File: src/rtl/regfile_pkg.sv
// Shared register-file definitions: geometry, well-known register indices,
// and the dump sequencer's state and output-word types.
package regfile_pkg;

  localparam int DATA_W = 16;
  localparam int NREGS  = 16;
  localparam int ADDR_W = $clog2(NREGS);

  localparam logic [ADDR_W-1:0] REG_PU = ADDR_W'(13);
  localparam logic [ADDR_W-1:0] REG_SP = ADDR_W'(14);
  localparam logic [ADDR_W-1:0] REG_PC = ADDR_W'(15);

  typedef enum logic [1:0] {
    IDLE,
    RUN,
    DRAIN
  } dump_state_t;

  typedef struct packed {
    logic [ADDR_W-1:0] addr;
    logic [DATA_W-1:0] data;
    logic              last;
  } dump_word_t;

  // Number of registers in the wrapping inclusive range first..last (1..NREGS).
  function automatic logic [ADDR_W:0] range_len(input logic [ADDR_W-1:0] first,
                                                input logic [ADDR_W-1:0] last);
    logic [ADDR_W-1:0] span;
    span = last - first;
    return (ADDR_W+1)'(span) + (ADDR_W+1)'(1);
  endfunction

endpackage

File: src/rtl/skid_fifo2.sv
// Two-entry head-driven FIFO of dump words; push and pop may coincide even when full.
module skid_fifo2
  import regfile_pkg::*;
(
  input  logic       clk,
  input  logic       rst,
  input  logic       flush,
  input  logic       push,
  input  dump_word_t push_word,
  input  logic       pop,
  output dump_word_t head,
  output logic [1:0] cnt
);

  dump_word_t mem [2];
  logic       wr_ptr;
  logic       rd_ptr;
  logic [1:0] cnt_q;

  // When full, the write slot equals the slot being popped, so a simultaneous
  // push/pop overwrites the departing head and the count stays at 2.
  always_ff @(posedge clk or posedge rst) begin
    if (rst) begin
      mem[0] <= '0;
      mem[1] <= '0;
      wr_ptr <= 1'b0;
      rd_ptr <= 1'b0;
      cnt_q  <= '0;
    end else if (flush) begin
      wr_ptr <= 1'b0;
      rd_ptr <= 1'b0;
      cnt_q  <= '0;
    end else begin
      if (push) begin
        mem[wr_ptr] <= push_word;
        wr_ptr      <= ~wr_ptr;
      end
      if (pop) begin
        rd_ptr <= ~rd_ptr;
      end
      cnt_q <= cnt_q + {1'b0, push} - {1'b0, pop};
    end
  end

  assign head = mem[rd_ptr];
  assign cnt  = cnt_q;

endmodule

File: src/rtl/regfile_dump_streamer.sv
// Walks a wrapping range of register-file indices on the read port and streams
// {index, data} words out on a valid/ready master interface.
module regfile_dump_streamer
  import regfile_pkg::*;
(
  input  logic              clk,
  input  logic              rst,
  input  logic              start,
  input  logic              abort,
  input  logic [ADDR_W-1:0] first_addr,
  input  logic [ADDR_W-1:0] last_addr,
  output logic              rf_en,
  output logic [ADDR_W-1:0] rf_addr,
  input  logic [DATA_W-1:0] rf_data,
  output logic              m_valid,
  input  logic              m_ready,
  output logic [DATA_W-1:0] m_data,
  output logic [ADDR_W-1:0] m_addr,
  output logic              m_last,
  output logic              busy,
  output logic              done
);

  dump_state_t       state_q, state_d;
  logic [ADDR_W-1:0] rf_addr_q;
  logic [ADDR_W:0]   remaining_q;
  logic              done_q;

  logic              flush;
  logic              capture;
  logic              pop;
  logic              accept_start;
  logic              final_pop;
  logic [1:0]        fifo_cnt;
  dump_word_t        head;
  dump_word_t        push_word;

  assign m_valid      = (fifo_cnt != 2'd0);
  assign pop          = m_valid & m_ready;
  assign capture      = (state_q == RUN) & ((fifo_cnt < 2'd2) | pop);
  assign accept_start = (state_q == IDLE) & start & ~abort;
  assign final_pop    = (state_q == DRAIN) & ~abort & pop & head.last;

  always_comb begin
    push_word      = '0;
    push_word.addr = rf_addr_q;
    push_word.data = rf_data;
    push_word.last = (remaining_q == (ADDR_W+1)'(1));
  end

  // Abort outranks everything outside IDLE: the FIFO flush also suppresses
  // any push or pop that would otherwise land on the same edge.
  always_comb begin
    state_d = state_q;
    flush   = 1'b0;
    unique case (state_q)
      IDLE: begin
        if (accept_start) state_d = RUN;
      end
      RUN: begin
        if (abort) begin
          state_d = IDLE;
          flush   = 1'b1;
        end else if (capture && push_word.last) begin
          state_d = DRAIN;
        end
      end
      DRAIN: begin
        if (abort) begin
          state_d = IDLE;
          flush   = 1'b1;
        end else if (final_pop) begin
          state_d = IDLE;
        end
      end
      default: state_d = IDLE;
    endcase
  end

  always_ff @(posedge clk or posedge rst) begin
    if (rst) begin
      state_q     <= IDLE;
      rf_addr_q   <= '0;
      remaining_q <= '0;
      done_q      <= 1'b0;
    end else begin
      state_q <= state_d;
      done_q  <= final_pop;
      if (accept_start) begin
        rf_addr_q   <= first_addr;
        remaining_q <= range_len(first_addr, last_addr);
      end else if (capture && !abort) begin
        rf_addr_q   <= rf_addr_q + ADDR_W'(1);
        remaining_q <= remaining_q - (ADDR_W+1)'(1);
      end
    end
  end

  skid_fifo2 u_fifo (
    .clk       (clk),
    .rst       (rst),
    .flush     (flush),
    .push      (capture),
    .push_word (push_word),
    .pop       (pop),
    .head      (head),
    .cnt       (fifo_cnt)
  );

  assign rf_en   = (state_q == RUN);
  assign rf_addr = rf_addr_q;
  assign busy    = (state_q != IDLE);
  assign done    = done_q;
  assign m_data  = head.data;
  assign m_addr  = head.addr;
  assign m_last  = head.last;

endmodule
File: config.mk
export PLATFORM = sky130hd
export DESIGN_NAME = regfile_dump_streamer
export DESIGN_NICKNAME = d
export VERILOG_FILES = /design/src/rtl/regfile_pkg.sv /design/src/rtl/skid_fifo2.sv /design/src/rtl/regfile_dump_streamer.sv
export SDC_FILE = /design/constraint.sdc
export NUM_CORES = 1
export LEC_CHECK = 0
export CORE_MARGIN = 2
export CORE_UTILIZATION = 48
export CTS_CLUSTER_DIAMETER = 200
export DETAILED_ROUTE_END_ITERATION = 10
export DONT_BUFFER_PORTS = 1
export GPL_TIMING_DRIVEN = 0
export SKIP_CTS_REPAIR_TIMING = 1
export SKIP_LAST_GASP = 1
export SYNTH_ARGS = -nofsm -noshare
export SYNTH_HDL_FRONTEND = slang
export SYNTH_HIERARCHICAL = 1
export SYNTH_SLANG_ARGS = --single-unit
File: constraint.sdc
create_clock -name clk -period 3.8 [get_ports clk]
set_clock_uncertainty 0.15 [all_clocks]
set_input_delay 0.57 -clock clk [delete_from_list [all_inputs] [get_ports clk]]
set_output_delay 0.57 -clock clk [all_outputs]
set_load 0.03 [all_outputs]
=== Word-level counts from Yosys, hierarchy flattened ===
Index checks and enable logic that the tools add are counted.
Widths: inputs -> output; s select.

* Flip-flop bits (word level): 58
* Input bits: 29
* Output and inout bits: 29
* Word-level logic and storage cells: 79

* $add $sub $neg: 6
* Magnitude comparators: 4
* Equal/unequal tests: 6
* Multiplexer cells: 23
* Bitwise operators: 14
* Reduce and logical (&&, ||, !) cells: 13

{| class="wikitable"
|+ Operators by type and width
! kind !! number
|-
| $mux 21 || 4
|-
| $bwmux 42 || 1
|-
| $demux 21 s1 || 1
|-
| $mux 2 || 6
|-
| $mux 5 || 2
|-
| $reduce_bool 2->1 || 5
|-
| $mux 4 || 2
|-
| $and 1x1->1 || 7
|-
| $mux 1 || 6
|-
| $pmux 2 s3 || 1
|-
| $add 4x1->5 const B || 1
|-
| $eq 5x1->1 const B || 1
|-
| $sub 5x1->5 const B || 1
|-
| $add 4x1->4 const B || 1
|-
| $ge 2x2->1 const B || 2
|-
| $not 1->1 || 4
|-
| $not 1->2 || 2
|-
| $sub 4x4->4 || 1
|-
| $logic_and 1x1->1 || 3
|-
| $ne 3x2->1 const B || 1
|-
| $ne 3x3->1 const B || 1
|-
| $reduce_and 3->1 || 1
|-
| $add 2x1->2 || 1
|-
| $eq 2x1->1 const B || 1
|-
| other kinds (10) || 10
|}

=== Depth between registers and ports, before layout ===
Gate-level depths: netlist (run 1).

* Word-level depth: 8
* Depth in mapped cells: 8
* Gate-level depth less buffers: 8

=== Cells and area by module ===
Netlist (run 1), hierarchy kept.

{| class="wikitable"
|+ By module, submodules not included
! module !! times used !! cells an instance !! area each (um^2) !! sequential area each (um^2)
|-
| skid_fifo2 || 1 || 129 || 2014.4 || 1151.1
|-
| regfile_dump_streamer || 1 || 106 || 991.0 || 300.3
|}

=== Worst setup path after synthesis (run 1) ===
OpenSTA, ideal clock, no wires.

* Kind: reg2reg
* From: reg state_q[1]
* To: reg u_fifo/mem[32] in the netlist's numbering
* Setup time: 125 ps
* Data arrival time: 1830 ps
* Required time: 3525 ps
* Setup slack: 1696 ps
* Stages on the path, launching flop included: 7
* Buffers on the path: 1
* Period minus slack after synthesis: 2104 ps
* Path through: dfrtp_1 > inv_1 > ha_1 > and2_1 > nor3b_2 > buf_4 > mux2_2

* Elaborated cells on any way between the ends: 7
* Those cells by class: eq/ne: 2; mux: 1; bitwise: 2; reduce/logical: 2

{| class="wikitable"
|+ RTL lines
! item !! RTL line !! source
|-
| start: declaration || regfile_dump_streamer.sv:24 || <nowiki>dump_state_t state_q, state_d;</nowiki>
|-
| start signal: assignment || regfile_dump_streamer.sv:87 || <nowiki>state_q <= state_d;</nowiki>
|-
| $eq 2x1->1 || -- ||
|-
| via rf_en || regfile_dump_streamer.sv:12 || <nowiki>output logic rf_en,</nowiki>
|-
| $and 1x1->1 || regfile_dump_streamer.sv:40 || <nowiki>assign capture = (state_q == RUN) & ((fifo_cnt < 2'd2) | pop);</nowiki>
|-
| via capture || regfile_dump_streamer.sv:30 || <nowiki>logic capture;</nowiki>
|-
| $reduce_and 2->1 (no source line) || -- ||
|-
| end signal: indexed assignment || skid_fifo2.sv:35 || <nowiki>mem[wr_ptr] <= push_word;</nowiki>
|-
| end: declaration || skid_fifo2.sv:15 || <nowiki>dump_word_t mem [2];</nowiki>
|}

The timed path passes the listed nets, and every way through them passes these cells.
A chain may end at the register's enable or synchronous reset.

=== Final worst setup path (run 1) ===
Same ends and word-level chain as after synthesis.

==> results_dict.tcl, run 1 <==
set metrics [dict create \
    die_w_um 83.13 \
    setup_ws_ns 1.447 \
    grt_setup_unrepaired "no" \
    final.period_utilization_pct 61.93 \
    synth_edf_count 0 \
    port_buffers 0 \
    async_flop_share_pct 100.0 \
    critPathCaptureType "flop" \
    drt_iter0_drc 49 \
    ys.flop_type "dfrtp_1" \
    required_ns 3.86 \
    num_vias 1790 \
    seq_area_frac_synth_pct 48.29 \
    synthTopCellsByCount "mux2_2 (62), dfrtp_1 (58), inv_1 (14)" \
    violations "negative hold slack" \
    synth_top_area_share_pct 48.29 \
    diodes 0 \
    switching_share_pct 40.25 \
    place_ws_ns 1.427 \
    timing.fmax_ghz 0.4249 \
    power_uw 3336 \
    synth.distinct_cells 35 \
    area_growth_pct 11.03 \
    yosysMostFrequentCell "mux2_2" \
    drive_gt1_share_pct 38.10 \
    switchingPower_uw 1343 \
    drc 0 \
    worstReg2RegEnd "u_fifo/mem[32]$_DFFE_PP0P_" \
    htreeDepth 3 \
    gp_congestion 0.7973 \
    cp.arrival_ns 2.41 \
    p_clk_share_pct 18.4 \
    final_nets 290 \
    yosysWarnings 6 \
    root_buffer "clkbuf_8" \
    timing.setup.tns_ns 0 \
    grt_max_degree 26 \
    maxCapViolCount 0 \
    status "complete, but fails checks" \
    vias_per_cell 5.474 \
    cts_buffers 9 \
    ys_seq_elements 58 \
    ys_top_cells_by_area "dfrtp_1 (48%), mux2_2 (23%), ha_1 (5.4%), buf_4 (2.0%), inv_1 (1.7%)" \
    post_drt_wl_per_cell_um 16.80 \
    ant_nets 0 \
    cp-start-kind "flop" \
    dr.pass1.iters 4 \
    relSlewSlack_pct 66.82 \
    cellPowerDensity_nw_per_um2 999.8 \
    path_clk_slew_ns 0.07 \
    finalCriticalPeriod_ns 2.353 \
    hold_class "in2async" \
    first_global_vias 1865 \
    rr_worst_depth 6 \
    syn-instance-count 235 \
    syn_avg_cell_area_sq_um 12.79 \
    core_area_sq_um 5991 \
    criticalPathCategory "reg2reg" \
    ir_worst_vdd_mv 0.4954 \
    grt_use_total_pct 16.96 \
    hold_viol 16 \
    num_rows 28 \
    die-area_sq_um 6910 \
    p_leak_uw 0.001498 \
    reg2reg_from "state_q[1]$_DFFE_PP0P_" \
    clk_latency_ns 0.33 \
    slew_viol_final 0 \
    cts_tree "built" \
    post-route-util_pct 55.70 \
    setup_violations 0 \
    die_h_um 83.13 \
    antenna_found_initial 0 \
    intPower_uw 1993 \
    synth_largest_area_cell "dfrtp_1" \
    io_pins 58 \
    tightest_slew_ns 0.4972 \
    synth_area_sq_um 3005 \
    ff2ff_setup_slack_ns 1.45 \
    pwr-share-comb_pct 48.4 \
    syn_nets 278 \
    path_max_fanout 10 \
    start_util_pct 50.17 \
    power_frac_seq_pct 33.2 \
    hold-worst-slack_ns -0.004206 \
    grt_pass1_wl_um 9190 \
    cts_buffer_depth 2 \
    drt_wl_total_um 5493 \
    grt_overflow_total 0 \
    numClockSinks 58 \
    dp_hpwl_um 3908 \
]
-- critical path: stages, from the launching register on --
cell     delay (ns)
dfrtp_1        0.38
inv_1          0.11
ha_1           0.41
and2_1         0.30
nor3b_2        0.28
buf_4          0.25
mux2_2         0.35
-- final cells by class --
cell class,instances,area (sq um)
fillers,520,2654
flip-flops and latches,58,1451
multi-input cells,151,1421
clock buffers,9,123.9
clock inverters,7,93.84
well taps,75,93.84
plain buffers,12,80.08
inverters,14,52.55
repair buffers,1,20.02
-- sequential cells by signal (all words and copies together) (netlist names) --
signal	flops
rf_addr	4
u_fifo/mem	42
remaining_q	5
u_fifo/wr_ptr	1
state_q	2
done	1
u_fifo/rd_ptr	1
u_fifo/cnt	2
-- power by group through the flow --
stage,Sequential (uW),Clock [uW],Combinational [uW]
6_report,1110,613,1620
2_1_floorplan,1060,0,1440
5_1_grt,1150,665,1740
3_5_place_dp,1120,0,1620
4_1_cts,1110,633,1640
3_3_place_gp,1110,0,1610
-- how the worst max path moves through the flow --
stage | slack, ns | start | end | depth (start not counted)
2_1_floorplan | 1.70 | state_q[1]$_DFFE_PP0P_ | u_fifo/mem[32]$_DFFE_PP0P_ | 6
3_3_place_gp | 1.43 | state_q[1]$_DFFE_PP0P_ | u_fifo/mem[32]$_DFFE_PP0P_ | 6
3_5_place_dp | 1.43 | state_q[1]$_DFFE_PP0P_ | u_fifo/mem[32]$_DFFE_PP0P_ | 6
4_1_cts | 1.41 | state_q[1]$_DFFE_PP0P_ | u_fifo/mem[32]$_DFFE_PP0P_ | 6
5_1_grt | 1.34 | state_q[1]$_DFFE_PP0P_ | u_fifo/mem[41]$_DFFE_PP0P_ | 6
6_report | 1.45 | state_q[1]$_DFFE_PP0P_ | u_fifo/mem[32]$_DFFE_PP0P_ | 6
-- per-stage QoR --
stage / std cells / instance area (sq um)
2_1_floorplan: 235 / 3005
3_3_place_gp: 310 / 3099
3_5_place_dp: 311 / 3119
4_1_cts: 327 / 3337
5_1_grt: 327 / 3337
6_report: 327 / 3337
-- cells by family (layout without fill, tap and decap cells) --
family	after synthesis	in the layout	synth area share, %
mux	66	66	24.77
flops	58	58	48.29
simple gates	40	40	8.118
buf+inv	26	43	4.413
compound gates	20	20	4.205
fa+ha+maj	14	14	6.078
xor+xnor	11	11	4.122
-- routing by layer --
layer	up-vias	share of wire [%]	GRT usage, %
met2	37	48	27.27
met3	6	5.7	6.064
met5	-	0	0
met1	901	45	21.23
met4	0	1.0	5.812
li1	846	-	-
-- layout by cell type (no fill, tap or decap), drive strengths merged, types with 2 or more instances in the layout --
master and n:
dfrtp 58, xnor2 6, o21ai 5, clkinvlp 2, mux2i 2, nand3b 3, and3 2, bufinv 2
clkinv 3, xnor3 2, a221o 3, nor3b 3, a21oi 6, nor2b 4, inv 14, nand2b 3
clkbuf 9, o22ai 3, nor3 3, buf 13, nand2 7, and2 2, nor2 5, mux2 64
xor2 3, ha 13, nand3 4
Power figures use the tool's default switching activity.
==> inputs of run 2 (changes only) <==
- PLACE_DENSITY: unset -> 0.65
- clock period: 3.8 -> 2.08 ns (I/O delays scaled with it)
==> results_dict.tcl, run 2 (synthesis results as in run 1) <==
set metrics [dict create \
    final.period_utilization_pct 99.71 \
    design_area_sq_um 3680 \
    grt_setup_unrepaired "yes" \
    vias_per_cell 5.292 \
    placed_area_sq_um 3122 \
    hold-worst-slack_ns 0.04602 \
    cts_buffers 9 \
    path_cells "inv_2 -> ha_4 -> and2_4 -> nor3b_4 -> buf_4 -> buf_8 -> mux2_4" \
    required_ns 2.14 \
    tightest_slew_ns 0.4806 \
    drt_wl_total_um 5926 \
    cp_slowest_cell "dfrtp_1" \
    final_common_cell "dfrtp_1" \
    die_h_um 83.13 \
    switching_share_pct 39.19 \
    finalCriticalPeriod_ns 2.074 \
    dp_hpwl_um 3878 \
    numClockSinks 58 \
    port_buffers 0 \
    grt_pass1_wl_um 9473 \
    dpl.cell_count 311 \
    drc 0 \
    drt_iter0_drc 41 \
    regMostFlops "u_fifo/mem" \
    critPathCaptureType "flop" \
    ant_nets 0 \
    mostFrequentLayoutCells "dfrtp_1 (58), mux2_2 (51), dlygate4sd3_1 (19)" \
    status "completed" \
    root_buffer "clkbuf_8" \
    setup_violations 0 \
    pwr-share-comb_pct 50.7 \
    cellPowerDensity_nw_per_um2 1783 \
    maxCapViolCount 0 \
    cts_tree "built" \
    antenna_found_initial 0 \
    hold_class "in2reg" \
    core_area_sq_um 5991 \
    timing.setup.tns_ns 0 \
    cp-start-kind "flop" \
    p_clk_share_pct 18.1 \
    power_uw 6563 \
    start_util_pct 50.17 \
    first_global_vias 1878 \
    cp_top_family "simple AND/OR/NAND/NOR gates" \
    htreeDepth 3 \
    hold_viol 0 \
    path_clk_slew_ns 0.07 \
    post_drt_wl_per_cell_um 16.79 \
    max_stage_delay_ns 0.39 \
    final_nets 316 \
    gp_congestion 0.8002 \
    path_buf_inv 3 \
    num-fill-cells 481 \
    cp.arrival_ns 2.13 \
    num_rows 28 \
    grt_use_total_pct 17.32 \
    slew_viol_final 0 \
    intPower_uw 3991 \
    finalNonFillerCells 353 \
    path_max_fanout 5 \
    cts_buffer_depth 2 \
    criticalPathCategory "reg2reg" \
    power_frac_seq_pct 31.2 \
    switchingPower_uw 2572 \
    p_leak_uw 0.001669 \
    io_pins 58 \
    drive_gt1_share_pct 39.21 \
    grt_max_degree 29 \
    dr.pass1.iters 4 \
    grt_overflow_total 0 \
    largest_reg_flops 42 \
    clk_latency_ns 0.33 \
    die_w_um 83.13 \
    timing.fmax_ghz 0.4822 \
    die-area_sq_um 6910 \
    diodes 0 \
    relSlewSlack_pct 67.93 \
    num_vias 1868 \
    ir_worst_vdd_mv 1.084 \
    area_growth_pct 22.44 \
]
-- run 2: changes by cell type in the layout (fill, tap and decap cells not counted), sizes merged --
cell         previous run  this run
dlygate4sd3             0        19
buf                    13        20
clkbuf                  9        12
clkinvlp                2         0
clkinv                  3         2
-- run 2: layout make-up --
class / count / area, sq um / area share [%]
Clock buffer: 12 / 155.1 / 4.216
Sequential cell: 58 / 1451 / 39.44
Clock inverter: 4 / 73.82 / 2.006
Tap cell: 75 / 93.84 / 2.550
Timing Repair Buffer: 27 / 260.3 / 7.072
Buffer: 12 / 91.34 / 2.482
Inverter: 14 / 52.55 / 1.428
Multi-Input combinational cell: 151 / 1501 / 40.80
-- run 2: power by group through the flow --
stage	clock network, uW	registers (uW)	logic [uW]
after floorplan	0	1940	2630
after global placement	0	2020	2930
after detailed placement	0	2040	2970
after CTS	1210	2030	2980
after global routing	1280	2130	3570
final	1190	2050	3330
-- run 2: routing by layer --
layer,track usage (%),part of all wire [%],vias up
met2,23.68,45,45
met1,23.81,48,920
met4,4.471,0.96,0
li1,-,-,899
met5,0,0,-
met3,9.642,5.8,4
-- run 2: stage by stage --
step	util [%]	setup slack (ns)
finish	61.42	0.006007
global route	61.42	-0.06543
CTS	55.93	-0.1955
detailed placement	52.11	-0.1763
global placement	51.78	-0.1780
floorplan	-	0.07409
-- run 2: final timing paths --
kind                                             from                    endpoint  slack [ns]  cells past startpoint
setup / recovery               state_q[1]$_DFFE_PP0P_  u_fifo/mem[21]$_DFFE_PP0P_       0.006                      7
hold / removal                          first_addr[0]      rf_addr[0]$_DFFE_PP0P_        0.05                      2
setup reg to reg               state_q[1]$_DFFE_PP0P_  u_fifo/mem[21]$_DFFE_PP0P_       0.006                      7
hold reg to reg            u_fifo/mem[36]$_DFFE_PP0P_  u_fifo/mem[36]$_DFFE_PP0P_        0.34                      1
max in group asynchronous                         rst     u_fifo/cnt[0]$_DFF_PP0_        0.97                      3
min in group asynchronous                         rst  u_fifo/mem[38]$_DFFE_PP0P_        0.31                      2
